==> config.mk <==
export PLATFORM = sky130hd
export DESIGN_NAME = mux_sel_arbiter
export DESIGN_NICKNAME = d
export VERILOG_FILES = /design/src/rtl/mux_sel_arbiter.sv
export SDC_FILE = /design/constraint.sdc
export NUM_CORES = 1
export LEC_CHECK = 0
export CORE_MARGIN = 10
export CORE_UTILIZATION = 58
export CTS_BUF_LIST = sky130_fd_sc_hd__clkbuf_8
export DETAILED_ROUTE_END_ITERATION = 10
export PLACE_DENSITY = 0.95
export SYNTH_ARGS = -nofsm -noshare
export SYNTH_HDL_FRONTEND = slang
export SYNTH_SLANG_ARGS = --single-unit
export TNS_END_PERCENT = 30
==> constraint.sdc <==
create_clock -name clk_i -period 3.7 [get_ports clk_i]
set_clock_uncertainty 0.15 [all_clocks]
set_input_delay 0.74 -clock clk_i [delete_from_list [all_inputs] [get_ports clk_i]]
set_output_delay 0.74 -clock clk_i [all_outputs]
set_load 0.01 [all_outputs]
==> src/rtl/mux_sel_arbiter.sv <==
// rtl/mux_sel_arbiter.sv - Round-robin arbiter driving the select pair of a 4:1 mux stage
module mux_sel_arbiter #(
    parameter int unsigned MAX_HOLD = 8,
    parameter int unsigned CNT_W    = 4
) (
    input  logic       clk_i,
    input  logic       rst_n_i,
    input  logic [3:0] req_i,
    input  logic       done_i,
    output logic [3:0] grant_o,
    output logic       valid_o,
    output logic       select1_o,
    output logic       select2_o,
    output logic       preempt_o
);

    typedef enum logic {IDLE, BUSY} state_t;

    localparam bit                 PREEMPT_EN = (MAX_HOLD != 0);
    localparam int unsigned        HOLD_LAST  = (MAX_HOLD == 0) ? 0 : MAX_HOLD - 1;
    localparam logic [CNT_W-1:0]   CNT_LAST   = CNT_W'(HOLD_LAST);
    localparam logic [CNT_W-1:0]   CNT_MAX    = {CNT_W{1'b1}};

    state_t           state_q, state_d;
    logic [3:0]       grant_q, grant_d;
    logic             valid_q, valid_d;
    logic [1:0]       sel_q, sel_d;
    logic             preempt_q, preempt_d;
    logic [CNT_W-1:0] cnt_q, cnt_d;
    logic [1:0]       last_q, last_d;

    logic       win_found;
    logic [1:0] win_idx;
    logic [1:0] cand;
    logic       rel_done, rel_drop, rel_hold, others_req;

    // Scan last+1, last+2, ... so the previous owner is considered last.
    always_comb begin
        win_found = 1'b0;
        win_idx   = last_q;
        cand      = last_q;
        for (int k = 1; k <= 4; k++) begin
            cand = last_q + 2'(k);
            if (!win_found && req_i[cand]) begin
                win_found = 1'b1;
                win_idx   = cand;
            end
        end
    end

    always_comb begin
        others_req = |(req_i & ~grant_q);
        rel_done   = done_i;
        rel_drop   = !req_i[sel_q];
        rel_hold   = PREEMPT_EN && (cnt_q == CNT_LAST) && others_req;
    end

    always_comb begin
        state_d   = state_q;
        grant_d   = grant_q;
        valid_d   = valid_q;
        sel_d     = sel_q;
        preempt_d = 1'b0;
        cnt_d     = cnt_q;
        last_d    = last_q;
        case (state_q)
            IDLE: begin
                if (win_found) begin
                    state_d = BUSY;
                    grant_d = 4'b0001 << win_idx;
                    valid_d = 1'b1;
                    sel_d   = win_idx;
                    cnt_d   = '0;
                end
            end
            BUSY: begin
                cnt_d = (cnt_q == CNT_MAX) ? cnt_q : cnt_q + 1'b1;
                // Release always lands in IDLE, which provides the guard gap.
                if (rel_done || rel_drop || rel_hold) begin
                    state_d   = IDLE;
                    grant_d   = 4'b0000;
                    valid_d   = 1'b0;
                    last_d    = sel_q;
                    preempt_d = rel_hold && !rel_done && !rel_drop;
                end
            end
            default: state_d = IDLE;
        endcase
    end

    always_ff @(posedge clk_i or negedge rst_n_i) begin
        if (!rst_n_i) begin
            state_q   <= IDLE;
            grant_q   <= 4'b0000;
            valid_q   <= 1'b0;
            sel_q     <= 2'b00;
            preempt_q <= 1'b0;
            cnt_q     <= '0;
            last_q    <= 2'd3;
        end else begin
            state_q   <= state_d;
            grant_q   <= grant_d;
            valid_q   <= valid_d;
            sel_q     <= sel_d;
            preempt_q <= preempt_d;
            cnt_q     <= cnt_d;
            last_q    <= last_d;
        end
    end

    assign grant_o   = grant_q;
    assign valid_o   = valid_q;
    assign select1_o = sel_q[0];
    assign select2_o = sel_q[1];
    assign preempt_o = preempt_q;

endmodule

; After elaboration in Yosys (flattened, before gate mapping)
; Index checks and enable logic that the tools add are counted.
[word_totals]
memories = 0
mem_bits_rw = 0
romBits = 0
latchBits = 0
register_bits = 15
[classes]
n_bitwise = 3
addsub = 4
n_reduce_logical = 18
muxes = 32
n_eq_ne = 5
n_shift = 1
mul = 0
magnitude_cmp = 5
div_mod_pow = 0
[ops]
columns = cell, count
row1 = $mux W4, 4
row2 = $pmux W4 S2, 2
row3 = $lt A2 B3 Y1 const B, 5
row4 = $mux W1, 15
row5 = $bmux W1 S2, 5
row6 = $mux W2, 4
row7 = $reduce_and A2 Y1, 4
row8 = $logic_and A1 B1 Y1, 6
row9 = $logic_not A1 Y1, 5
row10 = $add A2 B2 Y2 const B, 2
row11 = $add A4 B1 Y4 const B, 1
row12 = $and A4 B4 Y4, 1
row13 = $eq A4 B3 Y1 const B, 1
row14 = $eq A4 B4 Y1 const B, 1
row15 = $ne A2 B2 Y1 const B, 2
row16 = $not A4 Y4, 1
row17 = $pmux W1 S2, 2
row18 = $reduce_or A4 Y1, 1
row19 = $shl A1 B2 Y4 const A, 1
row20 = $add A2 B1 Y2 const B, 1
row21 = $logic_or A1 B1 Y1, 2
row22 = $ne A2 B1 Y1 const B, 1
row23 = $not A1 Y1, 1

; Logic depth before layout (Yosys ltp)
; Gate-level depths: netlist of the first run.
[logic_depth]
ltp_word = 16
ltp_mapped = 5
ltp_nobuf = 5

; Least setup slack after synthesis of the first run
; OpenSTA, ideal clock, no wires.
[synth_timing]
path_type = input to register
from = in done_i
to = reg last_q[0]
path_buffers = 0
setup_slack_ns = 1.729
t_arrival_ns = 1.738
setup_ns = 0.082
path_stages = 4
t_required_ns = 3.468
path_cell_list = or2_2 o221ai_1 nand2_4 mux2_4
[synth_via]
elab_chain_cells = 3
[synth_rtl]
columns = item, line
row1 = from (decl), 9  ; input logic done_i,
row2 = $logic_or A1 B1 Y1 (2 in a row), 79  ; if (rel_done || rel_drop || rel_hold) begin
row3 = $reduce_and A2 Y1 (no line), n/a
row4 = to (signal assigned), 107  ; last_q <= last_d;
row5 = to (decl), 30  ; logic [1:0] last_q, last_d;
; Every way passes these cells.
; A chain may end at the register's enable or synchronous reset.

; Worst setup path in the final report of the first run
[layout_timing]
from = in req_i[3]
to = reg grant_q[3], in the netlist grant_o[3]
[layout_via]
elab_chain_cells = 15
elab_cells_between_ends = 36
classes_between = eq/ne (2) / shift (1) / mux (20) / bitwise (1) / reduce/logical (12)
[layout_rtl]
columns = item, line
row1 = from (decl), 8  ; input logic [3:0] req_i,
row2 = $bmux W1 S2, 44  ; if (!win_found && req_i[cand]) begin
row3 = $mux W1 (implied by the code), 44
row4 = $mux W1, 44
row5 = $logic_not A1 Y1, 44
row6 = $logic_and A1 B1 Y1, 44
row7 = $mux W1, 44
row8 = $logic_not A1 Y1, 44
row9 = $logic_and A1 B1 Y1, 44
row10 = $mux W1, 44
row11 = $logic_not A1 Y1, 44
row12 = $logic_and A1 B1 Y1, 44
row13 = $mux W2, 44
row14 = $shl A1 B2 Y4, 70  ; grant_d = 4'b0001 << win_idx;
row15 = $mux W4, 68  ; if (win_found) begin
row16 = $pmux W4 S2, 66  ; case (state_q)
row17 = to (signal assigned), 102  ; grant_q <= grant_d;
row18 = to (decl), 25  ; logic [3:0] grant_q, grant_d;
; Parallel ways exist; a longest one is shown, timed or not. The select of a mux whose other input is x is not followed.

==> run_results.csv, run 1 <==
group,metric,value,unit
outcome,outcome,"finished, final reports clean",
floorplanning,start_util,59.9,%
timing,rsz0062_at_grt,"false",
grt,grtUsageTotal,12.5,%
logic_synthesis,synthSimpleGateAreaFrac,26.8,%
route,wirelength,2.05,mm
cts,post-cts-setup-buffers,0,
cts,numCtsBuffers,3,
cts,cts_sinks,15,
floorplanning,die_h,59,um
finish,final_nets,112,
finish,diodes,0,
route,drcViolationCount,0,
logic_synthesis,yosysTopAreaCell,"dfrtp_1",
placement,port_buffers,14,
logic_synthesis,synth_edf_count,0,
cts,clk_latency,0.25,ns
finish,final_core_util,72.1,%
placement,dp_hpwl,1.56,mm
logic_synthesis,synthTopCellsByArea,"dfrtp_1, dfstp_2, nand2_1, a21oi_1, mux2i_1",
placement,gp_congestion,0.899,
timing,setup_viol,0,
logic_synthesis,yosys.area.top_type_share,36.9,%
timing,fmax,0.388,GHz
grt,grtUsageMet2,22.8,%
timing,finalCriticalPeriod,2.58,ns
logic_synthesis,ys.warnings.count,0,
route,vias,722,
logic_synthesis,synth_top_cells_by_count,"dfrtp_1, nand2_1, a21oi_1",
logic_synthesis,synth-xor-area-share,0.993,%
cts,cts_root_buffer,"clkbuf_8",
logic_synthesis,synthCells,87,
logic_synthesis,synth_area,882,sq um
finish,syn2layout_area_growth,20.3,%
logic_synthesis,yosysMostFrequentCell,"dfrtp_1",
power_and_ir_drop,ir_worst_vdd,0.477,mV
logic_synthesis,synth_fa_ha_area_share,1.42,%
timing,slew_viol_final,0,
logic_synthesis,synth-compound-area-share,17.3,%
logic_synthesis,synthFlopType,"dfrtp_1",
grt,antenna_found_initial,0,
timing,tns,0,ns
power_and_ir_drop,leakage,0.451,nW
timing,hold_viol,0,
critical_path,path_cells,"clkdlybuf4s50_1 -> nor4_2 -> or2_1 -> or3_4 -> o22ai_2",
floorplanning,core_area,1470,sq um
route,detail-route-antenna-nets,0,
cts,clk_pin_slew,0.06,ns
floorplanning,rows,14,
floorplanning,die-area,3480,sq um
grt,grt_util_met1,12.7,%
critical_path,crit_required,3.67,ns
timing,worst_pin_slew,0.667,ns
route,wl_per_cell,17.2,um
finish,finalNonFillerCells,119,
critical_path,critPathKind,"in -> reg",
logic_synthesis,synth_seq_cells,15,
logic_synthesis,muxShareOfSynthArea,6.81,%
route,drt-pass1-iter-count,4,
power_and_ir_drop,p_per_area,813,nW/um^2
grt,grt.busiest_layer,"met2",
finish,final_layout_size_suffix_gt1_share,15.5,%
power_and_ir_drop,p_total,0.000862,W
cts,clockBufferDepth,2,
critical_path,slowest_delay,0.68,ns
worst_hold_path,min_path_type,"reg -> reg",
placement,dpl.cell_count,115,
logic_synthesis,syn_nets,95,
logic_synthesis,netlist-cell-type-count,34,
logic_synthesis,ys_async_sr_fraction,100,%
floorplanning,die_width,59,um
critical_path,slowest_stage,"nor4_2",
critical_path,endpoint_kind,"register",
cts,ctsResizeCount,0,
floorplanning,io_pins,15,
grt,grt_start_max_net_pins,16,
timing,post-route-period-util,69.7,%
critical_path,worstSetupStartpointType,"input port",
route,first_iter_violations,13,
critical_path,crit_arrival,2.54,ns
grt,first_global_vias,764,
logic_synthesis,synth_top_family_by_area,"simple AND/OR/NAND/NOR gates",
critical_path,path_max_fanout,7,
cts,hold_buffers,0,
grt,grt_use_met3,4.08,%
cts,cts_tree,"done",
timing,slew_headroom,55.4,%
logic_synthesis,syn_area_per_cell,10.1,sq um
grt,grt_pass1_wl,3.40,mm
flow_run,cap_violations,0,
grt,grt-ovfl-total,0,
route,vias_per_cell,6.07,
cts,cts_max_level,1,
logic_synthesis,yosysSeqAreaShare,42.8,%
## critical path, delay by kind of cell
| family | cells | cell delay (ns) |
|---|---|---|
| AND/OR/NAND/NOR | 3 | 1.18 |
| buffers and inverters | 1 | 0.55 |
| AO/OA/AOI/OAI | 1 | 0.07 |
## where the power goes
part	internal (W)	total [W]	leakage (nW)	switching [W]
registers	0.000244	0.000337	0.187	0.0000929
clock network	0.0000735	0.000129	0.0269	0.0000560
logic	0.000205	0.000396	0.237	0.000191
## cells by family after synthesis
family                   count (synthesis)
AO/OA/AOI/OAI                           20
XOR/XNOR                                 1
adder cells (fa/ha/maj)                  1
buffers and inverters                    4
flip-flops                              15
multiplexers                             5
AND/OR/NAND/NOR                         41
## area by class of cell
class                      count  area (sq um)
sequential                    15           378
inverter                       2          7.51
clock buffer                   3          41.3
fill                         106           410
timing repair buffer          14           140
multi-input combinational     68           470
clock inverter                 1          3.75
tap                           16          20.0
## routing by layer
layer  wire length, um  part of all wire, %
met3               110                  5.4
met5                 0                    0
met1               805                   39
met4                32                  1.6
met2              1100                   54
## state kept, by name (all words and copies together), names as in the netlist
| signal | count |
|---|---|
| cnt_q | 4 |
| grant_o | 4 |
| last_q | 2 |
| sel_q | 2 |
| preempt_o | 1 |
| state_q | 1 |
| valid_o | 1 |
## through the flow
step                area, sq um  hold WS (ns)  worst slack [ns]
global route               1060         0.429              1.01
floorplan                   882         0.294              1.73
detailed placement         1020         0.354             0.895
CTS                        1060         0.374              1.11
finish                     1060         0.368              1.12
global placement           1020         0.358             0.973
## final timing paths
path                                 startpoint                      to  slack (ns)  depth (start not counted)
hold reg to reg             valid_o$_DFFE_PN0P_     valid_o$_DFFE_PN0P_        0.37                          2
setup / recovery                       req_i[3]  grant_o[3]$_DFFE_PN0P_        1.12                          5
hold / removal              valid_o$_DFFE_PN0P_     valid_o$_DFFE_PN0P_        0.37                          2
max in group asynchronous               rst_n_i    sel_q[0]$_DFFE_PN0P_        2.22                          1
min in group asynchronous               rst_n_i  grant_o[0]$_DFFE_PN0P_        0.75                          1
setup reg to reg           sel_q[0]$_DFFE_PN0P_   last_q[1]$_DFFE_PN1P_        1.95                          4
## cells in the final DEF (no fill, tap or decap), drive strengths merged
cell type	n
xor2	1
and3b	1
o21ai	4
nor2	3
or2b	1
o41ai	1
o22ai	5
clkdlybuf4s50	14
nor2b	5
nand2b	4
nand3	4
dfstp	2
a21boi	1
dfrtp	13
a31o	1
nand2	12
ha	1
or3	2
or2	2
o221ai	1
mux2i	3
a31oi	1
clkbuf	3
nor4	1
mux2	2
inv	3
a21oi	6
and4b	1
nor3	5
No activity file was read; power rests on OpenSTA's default activity.
==> run 2, diff against run 1 <==
--- a/config.mk
+++ b/config.mk
@@ -6,10 +6,10 @@
 export NUM_CORES = 1
 export LEC_CHECK = 0
 export CORE_MARGIN = 10
-export CORE_UTILIZATION = 58
+export CORE_UTILIZATION = 54
 export CTS_BUF_LIST = sky130_fd_sc_hd__clkbuf_8
 export DETAILED_ROUTE_END_ITERATION = 10
-export PLACE_DENSITY = 0.95
+export PLACE_DENSITY = 0.93
 export SYNTH_ARGS = -nofsm -noshare
 export SYNTH_HDL_FRONTEND = slang
 export SYNTH_SLANG_ARGS = --single-unit
==> constraint.sdc (replaced) <==
create_clock -name clk_i -period 2.5 [get_ports clk_i]
set_clock_uncertainty 0.15 [all_clocks]
set_input_delay 0.5 -clock clk_i [delete_from_list [all_inputs] [get_ports clk_i]]
set_output_delay 0.5 -clock clk_i [all_outputs]
set_load 0.01 [all_outputs]
==> run_results.csv, run 2 (synthesis results as in run 1) <==
group,metric,value,unit
finish,final_nets,114,
critical_path,rrSetupSlack,0.74,ns
cts,cts_sinks,15,
floorplanning,die-area,3650,sq um
critical_path,path_max_fanout,7,
route,detail-route-antenna-nets,0,
power_and_ir_drop,p_comb_share,46.6,%
grt,grt-ovfl-total,0,
route,drt-pass1-iter-count,4,
finish,diodes,0,
timing,setup_viol,0,
placement,pre_cts_ws,0.107,ns
floorplanning,io_pins,15,
flow_run,cap_violations,0,
critical_path,path_cells,"clkdlybuf4s50_1 -> nor2b_1 -> o41ai_4 -> nand2_4 -> mux2_4",
cts,cts_max_level,1,
timing,rsz0062_at_grt,"false",
placement,dp_hpwl,1.46,mm
critical_path,cp-endpoint,"last_q[0]$_DFFE_PN1P_",
placement,port_buffers,14,
grt,grtUsageTotal,11.2,%
route,wirelength,1.90,mm
timing,finalCriticalPeriod,2.14,ns
timing,hold-worst-slack,0.363,ns
timing,post-route-period-util,85.8,%
route,vias,728,
cts,ctsResizeCount,0,
cts,post-cts-setup-buffers,0,
power_and_ir_drop,leakage,0.461,nW
timing,tns,0,ns
critical_path,critPathKind,"in -> reg",
cts,cts_tree,"done",
finish,final_layout_size_suffix_gt1_share,17.1,%
critical_path,crit_arrival,2.17,ns
outcome,outcome,"finished, final reports clean",
power_and_ir_drop,p_sw_share,38.8,%
power_and_ir_drop,p_switching,0.000496,W
placement,gp_congestion,0.920,
route,drcViolationCount,0,
worst_hold_path,min-delay-start,"valid_o$_DFFE_PN0P_",
power_and_ir_drop,ir_worst_vdd,0.737,mV
critical_path,worstSetupStartpointType,"input port",
floorplanning,die_h,60.4,um
finish,most-common-layout-cells,"clkdlybuf4s50_1, dfrtp_1, nand2_1, a21oi_1, nor3_1",
route,vias_per_cell,6.02,
timing,timing.final.ws_setup,0.356,ns
critical_path,slowest_stage,"clkdlybuf4s50_1",
worst_hold_path,min_path_type,"reg -> reg",
grt,grt_pass1_wl,3.14,mm
timing,fmax,0.466,GHz
timing,hold_viol,0,
critical_path,endpoint_kind,"register",
cts,hold_buffers,0,
critical_path,crit_buf_inv,1,
critical_path,reg2reg_from,"sel_q[0]$_DFFE_PN0P_",
power_and_ir_drop,pwr-share-clk,14.7,%
floorplanning,rows,14,
critical_path,crit_required,2.52,ns
critical_path,worst-path-stages,5,
cts,clk_latency,0.24,ns
power_and_ir_drop,power_frac_seq,38.7,%
critical_path,reg2reg_to,"last_q[0]$_DFFE_PN1P_",
timing,slew_headroom,56.8,%
grt,grt_start_max_net_pins,16,
grt,first_global_vias,712,
timing,slew_viol_final,0,
cts,numCtsBuffers,3,
power_and_ir_drop,p_total,0.00128,W
critical_path,slowest_delay,0.52,ns
timing,worst_pin_slew,0.646,ns
route,wl_per_cell,15.7,um
route,first_iter_violations,17,
cts,clk_pin_slew,0.06,ns
power_and_ir_drop,p_int,0.000783,W
finish,final_common_cell,"clkdlybuf4s50_1",
cts,clockBufferDepth,2,
power_and_ir_drop,p_per_area,1190,nW/um^2
critical_path,cp_top_family,"buffers and inverters",
grt,antenna_found_initial,0,
finish,syn2layout_area_growth,22.0,%
floorplanning,start_util,57.9,%
critical_path,reg2regPathDepth,4,
cts,cts_root_buffer,"clkbuf_8",
floorplanning,core_area,1520,sq um
critical_path,startpoint,"req_i[1]",
finish,fill_cells,114,
floorplanning,die_width,60.4,um
run 2: final cells by class:
type	count	area, sq um	share of cell area (%)
clock inverter	1	3.75	0.349
sequential	15	378	35.1
inverter	2	7.51	0.698
clock buffer	3	41.3	3.84
timing repair buffer	16	155	14.4
multi-input combinational	68	470	43.7
tap	16	20.0	1.86
run 2: metrics by stage:
step	utilization, %	std cells	cell area, sq um
after floorplan	-	87	882
after global routing	70.6	121	1080
after detailed placement	67.7	117	1030
after CTS	70.6	121	1080
after global placement	67.7	117	1030
final	70.6	121	1080
run 2: routing by layer:
metal | track usage, % | share of wire [%]
met4 | 7.21 | 3.0
met5 | 0 | 0
met2 | 18.4 | 48
met3 | 3.55 | 6.9
met1 | 12.2 | 42
run 2: power groups by stage:
stage	Sequential (W)	Clock (W)	Combinational [W]
2_1_floorplan	0.000481	0	0.000416
3_3_place_gp	0.000490	0	0.000579
3_5_place_dp	0.000499	0	0.000598
4_1_cts	0.000496	0.000188	0.000601
5_1_grt	0.000516	0.000197	0.000656
6_report	0.000494	0.000188	0.000596
run 2: how the worst min path moves through the flow:
stage,endpoint,cells after the start
finish,valid_o$_DFFE_PN0P_,2
global route,valid_o$_DFFE_PN0P_,2
CTS,valid_o$_DFFE_PN0P_,2
detailed placement,valid_o$_DFFE_PN0P_,2
global placement,valid_o$_DFFE_PN0P_,2
floorplan,cnt_q[0]$_DFFE_PN0P_,0
run 2: worst register-to-register path, cell delays in order (launching register included):
cell and delay (ns):
dfrtp_1 0.42, or2_2 0.32, o221ai_1 0.32, nand2_4 0.15, mux2_4 0.34
==> edit 1, RTL diff (config.mk and constraints of run 2) <==
The parameter `CNT_W` goes from 4 to 3.
--- a/src/rtl/mux_sel_arbiter.sv
+++ b/src/rtl/mux_sel_arbiter.sv
@@ -1,7 +1,7 @@
 // rtl/mux_sel_arbiter.sv - Round-robin arbiter driving the select pair of a 4:1 mux stage
 module mux_sel_arbiter #(
     parameter int unsigned MAX_HOLD = 8,
-    parameter int unsigned CNT_W    = 4
+    parameter int unsigned CNT_W    = 3
 ) (
     input  logic       clk_i,
     input  logic       rst_n_i,
Check against the original RTL: no difference found for any inputs over 10 cycles, from zero or initial values and one cycle with rst_n_i low; that may be too few to reach the edited logic, so the function may still have changed.
==> edit 1 against run 2 <==
Largest power group unchanged; wire length down 13%; total power is 9.3% lower; sequential power down 16%; critical path depth unchanged; global-route usage down 0.52 points; area after synthesis down 13%; largest cell class unchanged; design area down 8.5%; setup slack better by 48 ps; via count shrank 15%; sequential cell count fell by 1.
==> edit 1: results (changes against run 2) <==
outcome:
  status: "completed"
synth:
  synth_area_leaders: "dfrtp_1 39%, dfstp_2 6.8%, o32ai_1 4.6%, mux2_4 3.9%, o41ai_4 3.6%"
  ys_seq_area_share_pct: 45.9  # +3.1 points
  syn-num-nets: 82  # -14%
  synth.distinct_cells: 29  # -15%
  netlist_instances: 73  # -16%
global_routing:
  grt_pass1_vias: 626  # -12%
  grt_max_degree: 15  # -1
  use_met3_pct: 3.70  # +0.15 points
  grtUsageTotal_pct: 10.7  # -0.52 points
  grt_use_met1_pct: 12.5  # +0.24 points
  grt_pass1_wl_um: 2830  # -9.9%
  grtUsageMet2_pct: 16.1  # -2.3 points
timing:
  tightestPinTransition_ps: 591  # -54.1 ps
hold_path:
  worst_hold_path.endpoint: "cnt_q[0]$_DFFE_PN0P_"
  worstHoldStart: "cnt_q[0]$_DFFE_PN0P_"
  min_path_cells: 1  # -1
drt:
  wl_met3_um: 94  # -28%
  vias_per_cell: 5.86  # -2.6%
  drt-wirelength-per-cell_um: 15.6  # -0.67%
  met2_length_um: 732  # -20%
  drt_iter0_drc: 9  # -8
  drt_wl_total_um: 1650  # -13%
final_layout:
  inverters: 5  # +3
  regArea_um2: 353  # -6.6%
  buffer_area_share_pct: 15.8  # +1.3 points
  clk_share_pct: 5.59  # +1.4 points
  n_fill_cell: 100  # -12%
  n_clock_buffer: 4  # +1
  multi_input_area_share_pct: 39.0  # -4.7 points
  nMultiInputCombCells: 52  # -24%
  drive_gt1_share_pct: 15.4  # -1.8 points
place:
  place_congestion: 0.821  # -11%
  place_inst: 102  # -13%
  dp.final_hpwl_um: 1310  # -11%
power:
  p_leak_nw: 0.425  # -7.7%
  ir_drop_mv: 0.912  # +24%
==> edit 1: cell count changes after synthesis, moves of 2 or more <==
cell / run 2 / this run
o32ai_1: 0 / 4
o21ai_1: 0 / 5
nand2_1: 11 / 6
o22ai_2: 2 / 0
inv_1: 2 / 5
a21oi_1: 6 / 2
nor3_1: 5 / 0
o22ai_1: 3 / 1
==> edit 1: cells by family after synthesis <==
| kind of cell | share of synthesized area, % |
|---|---|
| flops | 45.9 |
| fa+ha+maj | 3.26 |
| simple gates | 17.6 |
| compound gates | 22.6 |
| mux | 6.51 |
| buf+inv | 4.07 |
==> edit 1: stage by stage <==
step           setup slack, ps  area (µm²)  power (mW)  hold slack (ps)  util (%)
4_1_cts                    401         985        1.17              344      74.7
3_3_place_gp               212         930       0.924              321      70.6
5_1_grt                    265         985        1.25              383      74.7
2_1_floorplan              803         768       0.760             54.4         -
3_5_place_dp               149         930       0.950              330      70.6
6_report                   404         985        1.16              345      74.7
==> edit 1: worst max-delay path by stage <==
stage	cells past startpoint	to	startpoint	slack, ps
4_1_cts	5	last_q[0]$_DFFE_PN1P_	req_i[1]	400
5_1_grt	6	grant_o[3]$_DFFE_PN0P_	req_i[1]	270
3_3_place_gp	6	grant_o[1]$_DFFE_PN0P_	req_i[1]	210
6_report	5	last_q[0]$_DFFE_PN1P_	req_i[1]	400
2_1_floorplan	4	last_q[0]$_DFFE_PN1P_	req_i[0]	800
3_5_place_dp	5	last_q[0]$_DFFE_PN1P_	req_i[1]	150
==> edit 1: where the power goes <==
part	leakage (nW)	internal, mW	switching, mW
Combinational	0.223	0.267	0.258
Clock	0.0288	0.140	0.0775
Sequential	0.173	0.330	0.0861
==> edit 1: worst max-delay path, cell delays in order <==
cell	delay [ps]
clkdlybuf4s50_1	510
nor2b_4	190
o41ai_4	440
a21oi_4	160
mux2_4	320
==> edit 2, RTL diff (settings of run 2) <==
Without the edit above. Make the reset (`rst_n_i`) synchronous in one clocked block.
--- a/src/rtl/mux_sel_arbiter.sv
+++ b/src/rtl/mux_sel_arbiter.sv
@@ -88,7 +88,7 @@
         endcase
     end
 
-    always_ff @(posedge clk_i or negedge rst_n_i) begin
+    always_ff @(posedge clk_i) begin
         if (!rst_n_i) begin
             state_q   <= IDLE;
             grant_q   <= 4'b0000;
Formal check against the unedited RTL: differs if rst_n_i is asserted again (counterexample within 4 cycles, from zero or initial values and one cycle with rst_n_i low); with rst_n_i held inactive, the same outputs for 10 cycles.
==> edit 2 against run 2 <==
Setup slack lost 43 ps; wire length grew 11%; sequential cell count is the same; design area shrank 6.5%; global-route usage grew 0.96 points; area after synthesis shrank 7.1%; critical path type unchanged; critical endpoint is now sel_q[1]$_SDFFE_PN0P_.
Power is not compared: it rests on default switching activity, and its combinational part moved more than twofold at a synthesized area within 25%.
==> edit 2: results (changes against run 2) <==
worst_setup_path:
  worstPathMaxFanout: 8  # +1
  cpPeakStageDelay_ps: 550  # +30 ps
  rrSetupSlack_ps: 790  # +50 ps
  cp_slowest_cell: "nor4_1"
synth:
  syn-num-nets: 99  # +4.2%
  synth_compound_area_share_pct: 22.4  # +5.1 points
  synthAdderAreaFrac_pct: 1.53  # +0.11 points
final_layout:
  n_fill_cell: 91  # -20%
  seq_share_pct: 29.9  # -5.3 points
  drive_gt1_share_pct: 15.1  # -2.0 points
  multi_input_area_share_pct: 48.8  # +5.0 points
  clk_share_pct: 4.48  # +0.29 points
  buffer_area_share_pct: 13.9  # -0.49 points
  design.seq.count: 15  # unchanged
timing:
  fin_hold_ws_ps: 314  # -48.2 ps
drt:
  drt_wl_total_um: 2110  # +11%
  wl_met1_um: 822  # +4.3%
die:
  rows: 13  # -1
global_routing:
  grt_pass1_wl_um: 3380  # +7.7%
  grtUsageMet2_pct: 19.2  # +0.84 points
  grt_pass1_vias: 771  # +8.3%
  grt_use_met1_pct: 13.4  # +1.2 points
outcome:
  status: "completed"
hold_path:
  worst_hold_path.endpoint: "valid_o$_SDFFE_PN0P_"
place:
  dp.final_hpwl_um: 1570  # +6.9%
[edit 2: changes by cell type after synthesis, moves of 3 or more]
cell and delta:
nand3_1 +5, dfxtp_1 +15, nor2_1 +3, o22ai_1 -3, nand2_1 -8, o32ai_1 +4, o21ai_0 -3, dfrtp_1 -13
[edit 2: cells by family after synthesis]
family          count (synthesis)
flops                          15
mux                             3
compound gates                 22
simple gates                   43
buf+inv                         6
fa+ha+maj                       1
xor+xnor                        1
[edit 2: how the worst max path moves through the flow]
stage | to | slack (ps)
after CTS | sel_q[1]$_SDFFE_PN0P_ | 340
final | sel_q[1]$_SDFFE_PN0P_ | 310
after global placement | sel_q[1]$_SDFFE_PN0P_ | 180
after floorplan | state_q$_SDFF_PN0_ | 850
after detailed placement | sel_q[1]$_SDFFE_PN0P_ | 110
after global routing | cnt_q[2]$_SDFFE_PN0P_ | 190
[edit 2: worst register-to-register path, cell delays in order (launching register included)]
cell and delay (ps):
dfxtp_1 410, mux2_2 370, a22oi_2 290, o21a_4 250, o211ai_2 100
